--- config.mk ---
export PLATFORM = sky130hd
export DESIGN_NAME = spi_command_parser_flat
export DESIGN_NICKNAME = d
export VERILOG_FILES = /design/src/rtl/spi_command_parser_pkg.sv /design/src/rtl/spi_command_parser_if.sv /design/src/rtl/spi_command_parser_move_slot.sv /design/src/rtl/spi_command_parser.sv /design/src/flat_wrapper.sv
export SDC_FILE = /design/constraint.sdc
export NUM_CORES = 1
export LEC_CHECK = 0
export CAP_MARGIN = 10
export CORE_MARGIN = 3
export CORE_UTILIZATION = 39
export DETAILED_ROUTE_END_ITERATION = 10
export MAX_ROUTING_LAYER = met4
export PLACE_DENSITY_LB_ADDON = 0.12
export SLEW_MARGIN = 5
export SYNTH_ARGS = -nofsm -noshare
export SYNTH_HDL_FRONTEND = slang
export SYNTH_SLANG_ARGS = --single-unit
--- constraint.sdc ---
create_clock -name clk -period 6.57 [get_ports clk]
set_clock_uncertainty 0.2 [all_clocks]
set_input_delay 0.657 -clock clk [delete_from_list [all_inputs] [get_ports clk]]
set_output_delay 0.657 -clock clk [all_outputs]
set_load 0.005 [all_outputs]
--- src/rtl/spi_command_parser_pkg.sv ---
// ----------------------------------------------------------------------------
// spi_parser_pkg : opcodes, header/status field positions and parser states
// Rev 1.0
// ----------------------------------------------------------------------------
`default_nettype none

package spi_parser_pkg;

  localparam logic [7:0] OP_NOP    = 8'h00;
  localparam logic [7:0] OP_WRITE  = 8'h01;
  localparam logic [7:0] OP_READ   = 8'h02;
  localparam logic [7:0] OP_MOVE   = 8'h10;
  localparam logic [7:0] OP_STATUS = 8'h20;

  localparam int HDR_OP_LSB   = 0;
  localparam int HDR_OP_MSB   = 7;
  localparam int HDR_ADDR_LSB = 8;

  localparam int ST_ERR_LSB  = 0;
  localparam int ST_ERR_MSB  = 7;
  localparam int ST_OVF_BIT  = 8;
  localparam int ST_TMO_BIT  = 9;
  localparam int ST_MV_BIT   = 10;
  localparam int ST_WAIT_BIT = 11;

  typedef enum logic [0:0] {
    ST_IDLE         = 1'b0,
    ST_WAIT_PAYLOAD = 1'b1
  } state_t;

  function automatic logic [63:0] build_status(
    input logic [7:0] err_cnt,
    input logic       ovf,
    input logic       tmo,
    input logic       mv,
    input logic       waiting
  );
    logic [63:0] s;
    s                        = '0;
    s[ST_ERR_MSB:ST_ERR_LSB] = err_cnt;
    s[ST_OVF_BIT]            = ovf;
    s[ST_TMO_BIT]            = tmo;
    s[ST_MV_BIT]             = mv;
    s[ST_WAIT_BIT]           = waiting;
    return s;
  endfunction

endpackage

`default_nettype wire

--- src/rtl/spi_command_parser_if.sv ---
// ----------------------------------------------------------------------------
// spi_command_parser_if : word receiver, config port and move port bundle
// Rev 1.0
// ----------------------------------------------------------------------------
`default_nettype none

interface spi_command_parser_if #(
  parameter int WORD_BITS = 64,
  parameter int ADDR_BITS = 4
);
  logic                 word_received;
  logic [WORD_BITS-1:0] word_data_received;
  logic [WORD_BITS-1:0] word_send_data;
  logic                 cfg_wr_en;
  logic [ADDR_BITS-1:0] cfg_wr_addr;
  logic [WORD_BITS-1:0] cfg_wr_data;
  logic [ADDR_BITS-1:0] cfg_rd_addr;
  logic [WORD_BITS-1:0] cfg_rd_data;
  logic [WORD_BITS-1:0] move_data;
  logic                 move_valid;
  logic                 move_ready;
  logic                 parser_error;

  modport slave (
    input  word_received, word_data_received, cfg_rd_data, move_ready,
    output word_send_data, cfg_wr_en, cfg_wr_addr, cfg_wr_data, cfg_rd_addr,
           move_data, move_valid, parser_error
  );

  modport master (
    output word_received, word_data_received, cfg_rd_data, move_ready,
    input  word_send_data, cfg_wr_en, cfg_wr_addr, cfg_wr_data, cfg_rd_addr,
           move_data, move_valid, parser_error
  );
endinterface

`default_nettype wire

--- src/rtl/spi_command_parser_move_slot.sv ---
// ----------------------------------------------------------------------------
// parser_move_slot : single-entry valid/ready holding register, sticky overflow
// Rev 1.0
// ----------------------------------------------------------------------------
`default_nettype none

module parser_move_slot #(
  parameter int WORD_BITS = 64
) (
  input  wire                  clk,
  input  wire                  reset,
  input  wire                  load,
  input  wire [WORD_BITS-1:0]  load_data,
  input  wire                  ready,
  input  wire                  clear_ovf,
  output logic [WORD_BITS-1:0] data,
  output logic                 valid,
  output logic                 busy,
  output logic                 overflow
);

  // Slot is free when empty or being drained on this same edge.
  assign busy = valid & ~ready;

  always_ff @(posedge clk or posedge reset) begin
    if (reset) begin
      data     <= '0;
      valid    <= 1'b0;
      overflow <= 1'b0;
    end else begin
      if (load && !busy) begin
        data  <= load_data;
        valid <= 1'b1;
      end else if (valid && ready) begin
        valid <= 1'b0;
      end
      if (clear_ovf) begin
        overflow <= 1'b0;
      end else if (load && busy) begin
        overflow <= 1'b1;
      end
    end
  end

endmodule

`default_nettype wire

--- src/rtl/spi_command_parser.sv ---
// ----------------------------------------------------------------------------
// spi_command_parser : decodes SPI header/payload words; optional payload
// timeout under SPI_PARSER_TIMEOUT_EN.  Rev 1.0
// ----------------------------------------------------------------------------
`default_nettype none

module spi_command_parser
  import spi_parser_pkg::*;
#(
  parameter int WORD_BITS      = 64,
  parameter int ADDR_BITS      = 4,
  parameter int TIMEOUT_CYCLES = 1000000
) (
  input wire                  clk,
  input wire                  reset,
  spi_command_parser_if.slave bus
);

  logic                 r_word_d;
  state_t               r_state;
  logic                 r_pend_move;
  logic [ADDR_BITS-1:0] r_addr;
  logic [WORD_BITS-1:0] r_send;
  logic                 r_wr_en;
  logic [ADDR_BITS-1:0] r_wr_addr;
  logic [WORD_BITS-1:0] r_wr_data;
  logic [7:0]           r_err_cnt;
  logic                 r_tmo;
  logic                 r_error;

  logic                 w_strobe;
  logic [7:0]           w_opcode;
  logic                 w_hdr;
  logic                 w_payload;
  logic                 w_bad_op;
  logic                 w_status_clr;
  logic                 w_move_req;
  logic                 w_move_drop;
  logic                 w_timeout;
  logic                 w_err_event;
  logic                 w_slot_valid;
  logic                 w_slot_busy;
  logic                 w_slot_ovf;
  logic [WORD_BITS-1:0] w_slot_data;

  assign w_strobe     = bus.word_received & ~r_word_d;
  assign w_opcode     = bus.word_data_received[HDR_OP_MSB:HDR_OP_LSB];
  assign w_hdr        = w_strobe && (r_state == ST_IDLE);
  assign w_payload    = w_strobe && (r_state == ST_WAIT_PAYLOAD);
  assign w_bad_op     = w_hdr && !(w_opcode inside {OP_NOP, OP_WRITE, OP_READ, OP_MOVE, OP_STATUS});
  assign w_status_clr = w_hdr && (w_opcode == OP_STATUS);
  assign w_move_req   = w_payload && r_pend_move;
  assign w_move_drop  = w_move_req && w_slot_busy;
  assign w_err_event  = w_bad_op | w_move_drop | w_timeout;

  assign bus.cfg_rd_addr    = bus.word_data_received[HDR_ADDR_LSB +: ADDR_BITS];
  assign bus.word_send_data = r_send;
  assign bus.cfg_wr_en      = r_wr_en;
  assign bus.cfg_wr_addr    = r_wr_addr;
  assign bus.cfg_wr_data    = r_wr_data;
  assign bus.move_data      = w_slot_data;
  assign bus.move_valid     = w_slot_valid;
  assign bus.parser_error   = r_error;

  parser_move_slot #(
    .WORD_BITS(WORD_BITS)
  ) u_move_slot (
    .clk       (clk),
    .reset     (reset),
    .load      (w_move_req),
    .load_data (bus.word_data_received),
    .ready     (bus.move_ready),
    .clear_ovf (w_status_clr),
    .data      (w_slot_data),
    .valid     (w_slot_valid),
    .busy      (w_slot_busy),
    .overflow  (w_slot_ovf)
  );

`ifdef SPI_PARSER_TIMEOUT_EN
  localparam int c_TMO_W = $clog2(TIMEOUT_CYCLES + 1);
  localparam logic [c_TMO_W-1:0] c_TMO_LAST = c_TMO_W'(TIMEOUT_CYCLES - 1);

  logic [c_TMO_W-1:0] r_tmo_cnt;

  // A strobe on the expiry cycle wins: it is taken as the payload.
  assign w_timeout = (r_state == ST_WAIT_PAYLOAD) && !w_strobe && (r_tmo_cnt == c_TMO_LAST);

  always_ff @(posedge clk or posedge reset) begin
    if (reset) begin
      r_tmo_cnt <= '0;
    end else if ((r_state != ST_WAIT_PAYLOAD) || w_strobe || w_timeout) begin
      r_tmo_cnt <= '0;
    end else begin
      r_tmo_cnt <= r_tmo_cnt + c_TMO_W'(1);
    end
  end
`else
  logic w_unused_cfg;
  assign w_unused_cfg = (TIMEOUT_CYCLES == 0);
  assign w_timeout    = 1'b0;
`endif

  always_ff @(posedge clk or posedge reset) begin
    if (reset) begin
      r_word_d    <= 1'b0;
      r_state     <= ST_IDLE;
      r_pend_move <= 1'b0;
      r_addr      <= '0;
      r_send      <= '0;
      r_wr_en     <= 1'b0;
      r_wr_addr   <= '0;
      r_wr_data   <= '0;
      r_err_cnt   <= '0;
      r_tmo       <= 1'b0;
      r_error     <= 1'b0;
    end else begin
      r_word_d <= bus.word_received;
      r_wr_en  <= 1'b0;
      r_error  <= w_err_event;

      // STATUS read clears the counters even if an error lands on the same edge.
      if (w_status_clr) begin
        r_err_cnt <= '0;
        r_tmo     <= 1'b0;
      end else begin
        if (w_err_event && (r_err_cnt != 8'hFF)) begin
          r_err_cnt <= r_err_cnt + 8'd1;
        end
        if (w_timeout) begin
          r_tmo <= 1'b1;
        end
      end

      case (r_state)
        ST_IDLE: begin
          if (w_hdr) begin
            case (w_opcode)
              OP_WRITE: begin
                r_addr      <= bus.word_data_received[HDR_ADDR_LSB +: ADDR_BITS];
                r_pend_move <= 1'b0;
                r_state     <= ST_WAIT_PAYLOAD;
              end
              OP_MOVE: begin
                r_pend_move <= 1'b1;
                r_state     <= ST_WAIT_PAYLOAD;
              end
              OP_READ:   r_send <= bus.cfg_rd_data;
              OP_STATUS: r_send <= build_status(r_err_cnt, w_slot_ovf, r_tmo, w_slot_valid,
                                                1'b0);
              default:   r_send <= '0;
            endcase
          end
        end
        ST_WAIT_PAYLOAD: begin
          if (w_payload) begin
            r_state <= ST_IDLE;
            if (!r_pend_move) begin
              r_wr_en   <= 1'b1;
              r_wr_addr <= r_addr;
              r_wr_data <= bus.word_data_received;
            end
          end else if (w_timeout) begin
            r_state <= ST_IDLE;
          end
        end
        default: r_state <= ST_IDLE;
      endcase
    end
  end

endmodule

`default_nettype wire
--- src/flat_wrapper.sv ---
// flat-port wrapper written by rule: the top's interface ports become plain ports
module spi_command_parser_flat import spi_parser_pkg::*;
#(
  parameter int WORD_BITS      = 64,
  parameter int ADDR_BITS      = 4,
  parameter int TIMEOUT_CYCLES = 1000000
)
  (clk, reset, bus_word_received, bus_word_data_received, bus_cfg_rd_data, bus_move_ready, bus_word_send_data, bus_cfg_wr_en, bus_cfg_wr_addr, bus_cfg_wr_data, bus_cfg_rd_addr, bus_move_data, bus_move_valid, bus_parser_error);
  spi_command_parser_if #(.WORD_BITS(WORD_BITS), .ADDR_BITS(ADDR_BITS)) bus_i ();
  input wire clk;
  input wire reset;
  input wire logic [$bits(bus_i.word_received)-1:0] bus_word_received;
  input wire logic [$bits(bus_i.word_data_received)-1:0] bus_word_data_received;
  input wire logic [$bits(bus_i.cfg_rd_data)-1:0] bus_cfg_rd_data;
  input wire logic [$bits(bus_i.move_ready)-1:0] bus_move_ready;
  output wire logic [$bits(bus_i.word_send_data)-1:0] bus_word_send_data;
  output wire logic [$bits(bus_i.cfg_wr_en)-1:0] bus_cfg_wr_en;
  output wire logic [$bits(bus_i.cfg_wr_addr)-1:0] bus_cfg_wr_addr;
  output wire logic [$bits(bus_i.cfg_wr_data)-1:0] bus_cfg_wr_data;
  output wire logic [$bits(bus_i.cfg_rd_addr)-1:0] bus_cfg_rd_addr;
  output wire logic [$bits(bus_i.move_data)-1:0] bus_move_data;
  output wire logic [$bits(bus_i.move_valid)-1:0] bus_move_valid;
  output wire logic [$bits(bus_i.parser_error)-1:0] bus_parser_error;
  assign bus_i.word_received = bus_word_received;
  assign bus_i.word_data_received = bus_word_data_received;
  assign bus_i.cfg_rd_data = bus_cfg_rd_data;
  assign bus_i.move_ready = bus_move_ready;
  assign bus_word_send_data = bus_i.word_send_data;
  assign bus_cfg_wr_en = bus_i.cfg_wr_en;
  assign bus_cfg_wr_addr = bus_i.cfg_wr_addr;
  assign bus_cfg_wr_data = bus_i.cfg_wr_data;
  assign bus_cfg_rd_addr = bus_i.cfg_rd_addr;
  assign bus_move_data = bus_i.move_data;
  assign bus_move_valid = bus_i.move_valid;
  assign bus_parser_error = bus_i.parser_error;
  spi_command_parser #(.WORD_BITS(WORD_BITS), .ADDR_BITS(ADDR_BITS), .TIMEOUT_CYCLES(TIMEOUT_CYCLES)) u_core (.clk(clk), .reset(reset), .bus(bus_i));
endmodule
Word-level counts from Yosys, hierarchy flattened
Index checks and enable logic that the tools add are counted.
{ "word_totals": {"ff_bits": 215, "latchBits": 0, "ram_bits": 0, "rom_bits": 0, "word_cells": 64, "n_memories": 0} }
{ "classes": {"n_addsub": 1, "mul": 0, "n_div": 0, "n_lt_le_gt_ge": 0, "n_eq_ne": 5, "shift": 0, "n_mux": 15, "bitwise": 8, "n_reduce_logical": 22} }
{ "ops": {"columns": ["operator", "count"], "rows": [
  ["$pmux 64 s3", 1],
  ["$mux 8", 2],
  ["$reduce_and 3->1", 4],
  ["$mux 1", 10],
  ["$logic_and 1x1->1", 9],
  ["$add 8x1->8 const B", 1],
  ["$eq 8x1->1 const B", 1],
  ["$eq 8x2->1 const B", 1],
  ["$eq 8x5->1 const B", 1],
  ["$eq 8x6->1 const B", 1],
  ["$logic_not 8->1", 1],
  ["$ne 8x8->1 const B", 1],
  ["$reduce_bool 2->1", 4],
  ["$not 1->1", 5],
  ["$reduce_bool 5->1", 1],
  ["$pmux 1 s2", 2],
  ["$and 1x1->1", 2],
  ["$logic_not 1->1", 2],
  ["$reduce_or 2->1", 1],
  ["$or 1x1->1", 1]
]} }

Logic depth before layout (Yosys ltp)
{ "logic_depth": {"ltp_word": 9, "mapped_depth": 9, "depth_no_buf": 6} }

Hierarchy
Synthesis repeated with hierarchy kept, for this count alone.
{ "unflattened": {"cells_unflattened": 655, "area_unflattened_um2": 8687.1} }
{ "by_module_without_submodules": {"columns": ["mod", "instances", "cells_each", "area_per_inst_um2", "seq_area_each_um2"], "rows": [
  ["spi_command_parser", 1, 512, 5974.5, 3728.6],
  ["parser_move_slot", 1, 143, 2712.6, 1651.6]
]} }

Worst setup path after synthesis
No wires, ideal clock.
{ "synth_timing": {"path_kind": "input to register", "from": "input bus_word_data_received[2]", "to": "register u_core.r_addr[0]", "t_arrival_ns": 2.276, "slack_ns": 3.970, "stages": 4, "cell_sequence": "or4_4 -> or4_1 -> nor3b_2 -> mux2_2"} }
{ "synth_between": {"elab_chain_cells": 2} }
{ "synth_lines": {"columns": ["element", "line_no", "source"], "rows": [
  ["start: declaration", "flat_wrapper.sv:13", "input wire logic [$bits(bus_i.word_data_received)-1:0] bus_word_data_received;"],
  ["$eq 8x1->1", "spi_command_parser.sv:138", "case (w_opcode)"],
  ["$reduce_and 3->1 (no line)", null, null],
  ["end signal: assignment", "spi_command_parser.sv:140", "r_addr <= bus.word_data_received[HDR_ADDR_LSB +: ADDR_BITS];"],
  ["end: declaration", "spi_command_parser.sv:22", "logic [ADDR_BITS-1:0] r_addr;"]
]} }
No other way between the ends.
A chain may end at the register's enable or synchronous reset.

Worst setup path after layout
{ "layout_timing": {"from": "input bus_word_data_received[2]", "to": "register u_core.r_send[14] (netlist: u_core.bus.word_send_data[14])"} }
{ "layout_between": {"elab_chain_cells": 4, "word_cells_on_any_way": 8, "classes_between": "eq/ne (4); mux (1); bitwise (1); reduce/logical (2)"} }
{ "layout_lines": {"columns": ["element", "line_no", "source"], "rows": [
  ["$eq 8x5->1 or $eq 8x1->1 (tied branches)", "spi_command_parser.sv:138", null],
  ["$reduce_or 2->1 (no line)", null, null],
  ["$not 1->1 (no line)", null, null],
  ["$reduce_and 3->1 (no line)", null, null],
  ["end signal: assignment", "spi_command_parser.sv:148", "OP_READ: r_send <= bus.cfg_rd_data;"],
  ["end signal: assignment", "spi_command_parser.sv:149", "OP_STATUS: r_send <= build_status(r_err_cnt, w_slot_ovf, r_tmo, w_slot_valid,"],
  ["end: declaration", "spi_command_parser.sv:23", "logic [WORD_BITS-1:0] r_send;"]
]} }
Several ways; a longest one is shown, not always the timed one.

==> out/results.tsv <==
metric	value	unit
status	finished, final reports clean	
worst_path_largest_cell_delay	610	ps
start_util	39.9	%
r2r_cells	5	
nets	1115	
gr-total-overflow	0	
end_kind	flip-flop	
fin_tns_setup	0	ps
synthesis.area	8430	um^2
slew_headroom	24.8	%
synth_cell_types	42	
path_clk_slew	60	ps
async_flop_share	100	%
totalWireLength	23.0	mm
arrival	3550	ps
synth_flop_cell	dfrtp_1	
hpwl	16.1	mm
hold_buffers	0	
die_h	153	um
hp-class	flip-flop to flip-flop	
ctsRootBufferMaster	clkbuf_16	
place_congestion	0.828	
multi_input_area	2820	um^2
cts_tree	done	
critPathBufInv	2	
core	21200	um^2
min_period	3400	ps
antenna_violating_nets_post_route	0	
synth-edff-count	0	
dieArea	23400	um^2
crit_family	simple AND/OR/NAND/NOR gates	
synth_top_area_share	63.8	%
max-cap-violations	0	
drt-vias-per-instance	4.83	
utilization	60.5	%
worst_slack	3170	ps
worstPathRequired	6720	ps
syn_nets	791	
synth_top_area_cell	dfrtp_1	
vias	6174	
crit_fanout	74	
post_cts.repair.setup_buffers	0	
yosysSeqAreaShare	63.8	%
dr.pass1.iters	4	
worstMarginPinSlew	1120	ps
hold_depth	2	
crit_path_cell_trace	clkdlybuf4s50_1 > or4_4 > or4_1 > nand2_4 > buf_4 > o21ai_0	
std_cell_rows	53	
antenna_found_initial	2	
grt.total_usage	19.9	%
clkLatencyLatePin	510	ps
io_pins	335	
p_leak	5.63	nW
path_class	primary input to flip-flop	
report.final.hold_viol_count	0	
areaGrowthSynthToFinish	51.6	%
grt_pass1_vias	6526	
place_area	12000	um^2
drt-initial-drc-count	214	
ys_ff_latch	215	
rsz0062_at_grt	false	
netlist_instances	658	
setup_violations	0	
finalMaxSlewViolations	0	
ys_top_cells_by_count	215 x dfrtp_1, 136 x mux2_2, 127 x nand2_1, 69 x o21ai_0, 26 x clkbuf_1	
worst-path-stages	6	
cts.repair.resized	0	
routedWlPerCell	18.0	um
grt_start_max_net_pins	75	
drc	0	
power.total	3.01	mW
clockBufferDepth	3	
worst_setup_path_start_kind	primary input	
numCtsBuffers	24	
n_fill_cell	1736	
htree_levels	1	
yosysMostFrequentCell	dfrtp_1	
pre_cts_slack	2640	ps
die_w	153	um
cp_slowest_cell	or4_4	
yosys_warnings	0	
seq_area	5380	um^2
synth_area_per_cell	12.8	um^2
fmax	294	MHz
grt_pass1_wl	36.8	mm
final_cell_area	12800	um^2
numPortBuffers	334	
drive_above_1_share	19.4	%
period_share	51.7	%
ys_top_cells_by_area	dfrtp_1 64%, mux2_2 18%, nand2_1 5.7%, o21ai_0 4.1%, clkbuf_1 1.2%	
cts.sinks	215	
p_per_area	235	nW/um^2
ir_worst_vdd	0.166	mV
-- report_power, final --
part,total [mW],leakage [nW],switching [mW],internal [mW]
registers,1.40,2.97,0.0332,1.37
clock network,1.34,0.402,0.523,0.820
logic,0.262,2.25,0.104,0.159
total,3.01,5.63,0.660,2.35
-- per-layer routing --
metal,routed length [um],track usage [%],vias up
li1,-,-,2915
met1,9540,25.0,2970
met2,10500,30.9,259
met3,2560,7.84,30
met4,372,4.29,0
met5,0,-,-
-- cells by family (layout without fill, tap and decap cells) --
family	count (synthesis)	count (layout)	synth area share [%]
flip-flops	215	215	63.8
buffers and inverters	48	390	3.10
AO/OA/AOI/OAI	96	96	6.51
adder cells (fa/ha/maj)	1	1	0.148
XOR/XNOR	1	1	0.104
other	0	2	0
AND/OR/NAND/NOR	161	161	8.18
multiplexers	136	136	18.2
-- cell type report --
| cell class | count | area share [%] |
|---|---|---|
| Antenna cell | 2 | 0.0391 |
| Clock buffer | 42 | 6.25 |
| Clock inverter | 2 | 0.108 |
| Inverter | 4 | 0.147 |
| Multi-Input combinational cell | 395 | 22.1 |
| Sequential cell | 215 | 42.1 |
| Tap cell | 275 | 2.69 |
| Timing Repair Buffer | 342 | 26.6 |
-- per-stage QoR --
| stage | hold WS, ps | std cells |
|---|---|---|
| 3_3_place_gp | 259 | 1231 |
| 6_report | 277 | 1277 |
| 2_1_floorplan | 267 | 658 |
| 5_1_grt | 300 | 1277 |
| 3_5_place_dp | 269 | 1231 |
| 4_1_cts | 282 | 1275 |
-- cells in the final DEF, fill, tap and decap left out, drive strengths merged --
cell type	instances
and3	1
nand4	1
xnor2	1
ha	1
nand2b	3
and2	2
clkinvlp	1
nor2	7
nor3b	2
nor3	3
clkbuf	42
or2	1
clkdlybuf4s50	334
o211ai	3
nand4b	1
o22ai	1
o31ai	3
or4	3
nor2b	1
or3	1
inv	3
o311ai	1
nand2	127
mux2	136
a211oi	2
o21ai	71
o2111ai	1
nor4	4
nand3	3
clkinv	2
a31o	1
buf	8
dfrtp	215
diode	2
a21oi	2
o41ai	1
or3b	1
a22oi	10
-- worst reg2reg max path, cell delays in order, from the launching register on --
cell	delay, ps
dfrtp_1	410
or3b_1	470
nor4_1	560
o21ai_0	530
or3_1	500
a21oi_1	150
-- path summary, 6_finish.rpt --
path | startpoint | to | slack, ps
worst min register to register | u_core.bus.word_send_data[45]$_DFFE_PP0P_ | u_core.bus.word_send_data[45]$_DFFE_PP0P_ | 280
worst max register to register | u_core.r_state$_DFF_PP0_ | u_core.r_err_cnt[3]$_DFFE_PP0P_ | 3670
worst min-delay path | u_core.bus.word_send_data[45]$_DFFE_PP0P_ | u_core.bus.word_send_data[45]$_DFFE_PP0P_ | 280
max in group asynchronous | reset | u_core.bus.word_send_data[10]$_DFFE_PP0P_ | 4520
min in group asynchronous | reset | u_core.u_move_slot.data[19]$_DFFE_PP0P_ | 370
worst max-delay path | bus_word_data_received[2] | u_core.bus.word_send_data[14]$_DFFE_PP0P_ | 3170
-- registers in the layout, indices dropped and copies added (netlist names) --
register                     cells
u_core.r_state                   1
u_core.bus.parser_error          1
u_core.u_move_slot.valid         1
u_core.bus.cfg_wr_data          64
u_core.bus.cfg_wr_en             1
u_core.r_pend_move               1
u_core.r_word_d                  1
u_core.r_err_cnt                 8
u_core.bus.cfg_wr_addr           4
u_core.bus.word_send_data       64
u_core.r_addr                    4
u_core.u_move_slot.overflow      1
u_core.u_move_slot.data         64
(Power assumes the default switching activity.)
==> patch 1 (same flow settings) <==
The package constant `HDR_ADDR_LSB` goes from 8 to 4.
--- a/src/rtl/spi_command_parser_pkg.sv
+++ b/src/rtl/spi_command_parser_pkg.sv
@@ -15,5 +15,5 @@
   localparam int HDR_OP_LSB   = 0;
   localparam int HDR_OP_MSB   = 7;
-  localparam int HDR_ADDR_LSB = 8;
+  localparam int HDR_ADDR_LSB = 4;
 
   localparam int ST_ERR_LSB  = 0;
Check against the original RTL: not equivalent (Yosys sat finds a counterexample within 4 cycles, from zero or initial values and one cycle with reset high).
==> patch 1 against the original RTL <==
Setup slack better by 0.0028 ns; core utilization about the same; wire length up 0.55%; synthesized cell count unchanged; hold slack improved by 0.00078 ns; synthesized area is 0.15% lower; design area down 0.27%; sequential cell count did not move; register-to-register slack improved by 0.24 ns; non-clock buffer count is 2 lower; global-route usage is 0.29 points lower; power increased by 0.67%.
==> patch 1: results (changes against the original RTL) <==
Layout
  – Nets: 1113 (was 1115)
  – Final cell count without fillers: 1270 (was 1277)
  – Antenna Cells: 0 (was 2)
  – Fill count: 1735 (was 1736)
  – Layout cell share with drive strength beyond 1: 0.1889 (was 0.1940)

Synthesis
  – Adder-cell share of the synthesized area: 0.001486 (was 0.001484)
  – Post-synth cell types: 43 (was 42)
  – Sequential area share after synthesis: 0.6389 (was 0.6380)
  – Synth area leaders: dfrtp_1 (64%), mux2_2 (18%), nand2_1 (5.7%) (unchanged)
  – Mux cell area share after synthesis: 0.1765 (was 0.1816)
  – Post-synth top cells: dfrtp_1 (215), mux2_2 (132), nand2_1 (127), o21ai_0 (66), clkbuf_1 (26) (was dfrtp_1 (215), mux2_2 (136), nand2_1 (127), o21ai_0 (69), clkbuf_1 (26))
  – XOR/XNOR share of the synthesized area: 0.001040 (was 0.001039)

GRT
  – Initial antenna violation count: 0 (was 2)
  – Total track usage: 0.1965 (was 0.1994)
  – Largest net degree at the start of global routing: 121 (was 75)
  – First-pass GRT wire length: 36180 um (was 36770 um)

Worst setup path
  – Crit-path max FO: 81 (was 74)
  – Worst R2R Setup Slack: 3.91 ns (was 3.67 ns)
  – CP startpoint: bus_word_data_received[6] (was bus_word_data_received[2])
  – Worst Setup EP: u_core.bus.word_send_data[27] (was u_core.bus.word_send_data[14])
  – CP peak stage delay: 0.57 ns (was 0.61 ns)
  – Crit path DAT: 3.56 ns (was 3.55 ns)

Route
  – Drt first-iter violations: 287 (was 214)
  – Vias per inst: 4.855 (was 4.835)
  – DRT Pass-1 Iters: 5 (was 4)

Place
  – Placed insts: 1229 (was 1231)
  – Post-DP HPWL: 15940 um (was 16130 um)
  – Dpl cell area: 0.01195 sq mm (was 0.01197 sq mm)
  – GPL Wtd Cong: 0.7864 (was 0.8281)
  – Port Buffer Count: 334 (unchanged)
  – DP Worst Slack: 2.646 ns (was 2.644 ns)

STA
  – Slew headroom: 0.3273 (was 0.2477)
  – Hold WS: 0.2774 ns (was 0.2766 ns)

Outcome
  – Status: completed (unchanged)
patch 1: power breakdown:
part	internal, uW	switching, uW
sequential	1370	37.4
combinational	159	105
clock	835	523
total	2360	666
patch 1: cell type report:
class | count | area share
flip-flops and latches | 215 | 0.4219
repair buffers | 340 | 0.2667
multi-input cells | 395 | 0.2201
clock buffers | 35 | 0.05671
well taps | 275 | 0.02698
clock inverters | 6 | 0.006279
inverters | 4 | 0.001472
patch 1: kinds of logic (layout without fill, tap and decap cells):
kind of cell | count (synthesis) | count (layout)
flops | 215 | 215
xor+xnor | 1 | 1
buf+inv | 48 | 385
compound gates | 96 | 96
fa+ha+maj | 1 | 1
mux | 132 | 132
simple gates | 165 | 165
patch 1: per-layer routing:
metal,vias up,part of all wire,global-route usage
li1,2907,-,-
met1,2986,0.42,0.2435
met2,238,0.47,0.3123
met3,35,0.089,0.06540
met4,0,0.023,0.05218
met5,-,0,-
==> patch 2 (same settings) <==
Made on the original files. Build with the macro `SPI_PARSER_TIMEOUT_EN` defined.
--- a/src/rtl/spi_command_parser.sv
+++ b/src/rtl/spi_command_parser.sv
@@ -4,4 +4,6 @@
 // ----------------------------------------------------------------------------
 `default_nettype none
+
+`define SPI_PARSER_TIMEOUT_EN
 
 module spi_command_parser
Behaviour: same outputs for any inputs over 4 cycles, from zero or initial values and one cycle with reset high; that may be too few to reach the edited logic, so the function may still have changed.
==> patch 2 against the original RTL <==
Setup slack better by 0.070 ns; synthesized area is 11% higher; synthesized cell count is 14% higher; design area is 8.6% higher; power is 9.3% higher; sequential cell count is 21 higher; wire length is 9.2% higher.
==> patch 2: results (changes against the original RTL) <==
STA
  – Worst-Margin Slew: 1.089 ns (was 1.117 ns)

Synthesis
  – Syn Nets: 887 (was 791)
  – Post-synthesis compound-gate area fraction: 0.02804 (was 0.06513)
  – XOR/XNOR share of the synthesized area: 0.01776 (was 0.001039)
  – Post-synth top cells: dfrtp_1 (236), nand2_1 (139), mux2_2 (136), nand3_1 (65), nor2_1 (31) (was dfrtp_1 (215), mux2_2 (136), nand2_1 (127), o21ai_0 (69), clkbuf_1 (26))
  – Post-synth cell types: 40 (was 42)
  – Synth area leaders: dfrtp_1 (63%), mux2_2 (16%), nand2_1 (5.6%) (was dfrtp_1 (64%), mux2_2 (18%), nand2_1 (5.7%))
  – Post-Syn Instances: 753 (was 658)

Place
  – DP Worst Slack: 2.656 ns (was 2.644 ns)
  – Placed insts: 1370 (was 1231)
  – Dpl cell area: 0.01301 sq mm (was 0.01197 sq mm)
  – GPL Wtd Cong: 0.7633 (was 0.8281)

Pwr
  – Peak supply drop: 0.1956 mV (was 0.1660 mV)
  – Part of the power in registers: 0.470 (was 0.466)

Min path
  – Hold_sp: u_core.bus.word_send_data[47] (was u_core.bus.word_send_data[45])

Route
  – Drt first-iter violations: 333 (was 214)
  – Routed WL per cell: 17.67 um (was 18.01 um)
  – Met3 wire length: 2197 um (was 2564 um)
  – Final wirelength: 25110 um (was 23000 um)

Worst setup path
  – Slowest cell on the critical path: o41a_2 (was or4_4)
  – Crit path DAT: 3.57 ns (was 3.55 ns)
  – CP peak stage delay: 0.94 ns (was 0.61 ns)

CTS
  – CTS buffer count: 27 (was 24)

GRT
  – Vias in the first global route: 7335 (was 6526)
  – Initial antenna violation count: 1 (was 2)

Layout
  – Fill count: 2000 (was 1736)
  – Layout cell share with drive strength beyond 1: 0.1753 (was 0.1940)
  – Nets: 1214 (was 1115)

Outcome
  – Status: completed (unchanged)
## patch 2: worst paths after layout
path,endpoint,slack (ns),cells past startpoint
max,u_core.r_err_cnt[7],3.24,7
min,u_core.bus.word_send_data[47],0.26,2
max reg2reg,u_core.r_err_cnt[7],3.40,6
min reg2reg,u_core.bus.word_send_data[47],0.26,2
max in group asynchronous,u_core.bus.cfg_wr_data[36],4.42,3
min in group asynchronous,u_core.u_move_slot.data[46],0.42,2
## patch 2: metal layers
layer  vias up  global-route usage
met4         0             0.05045
met2       251              0.3096
met1      3373              0.2433
li1       3229                   -
met5         -                   -
met3        37             0.06489
## patch 2: cell type report
| type | instances | area share |
|---|---|---|
| clock inverter | 5 | 0.005946 |
| timing repair buffer | 340 | 0.2449 |
| clock buffer | 45 | 0.05712 |
| inverter | 5 | 0.001622 |
| multi-input combinational | 470 | 0.2362 |
| tap | 319 | 0.02874 |
| sequential | 236 | 0.4253 |
| antenna | 1 | 0.0001802 |
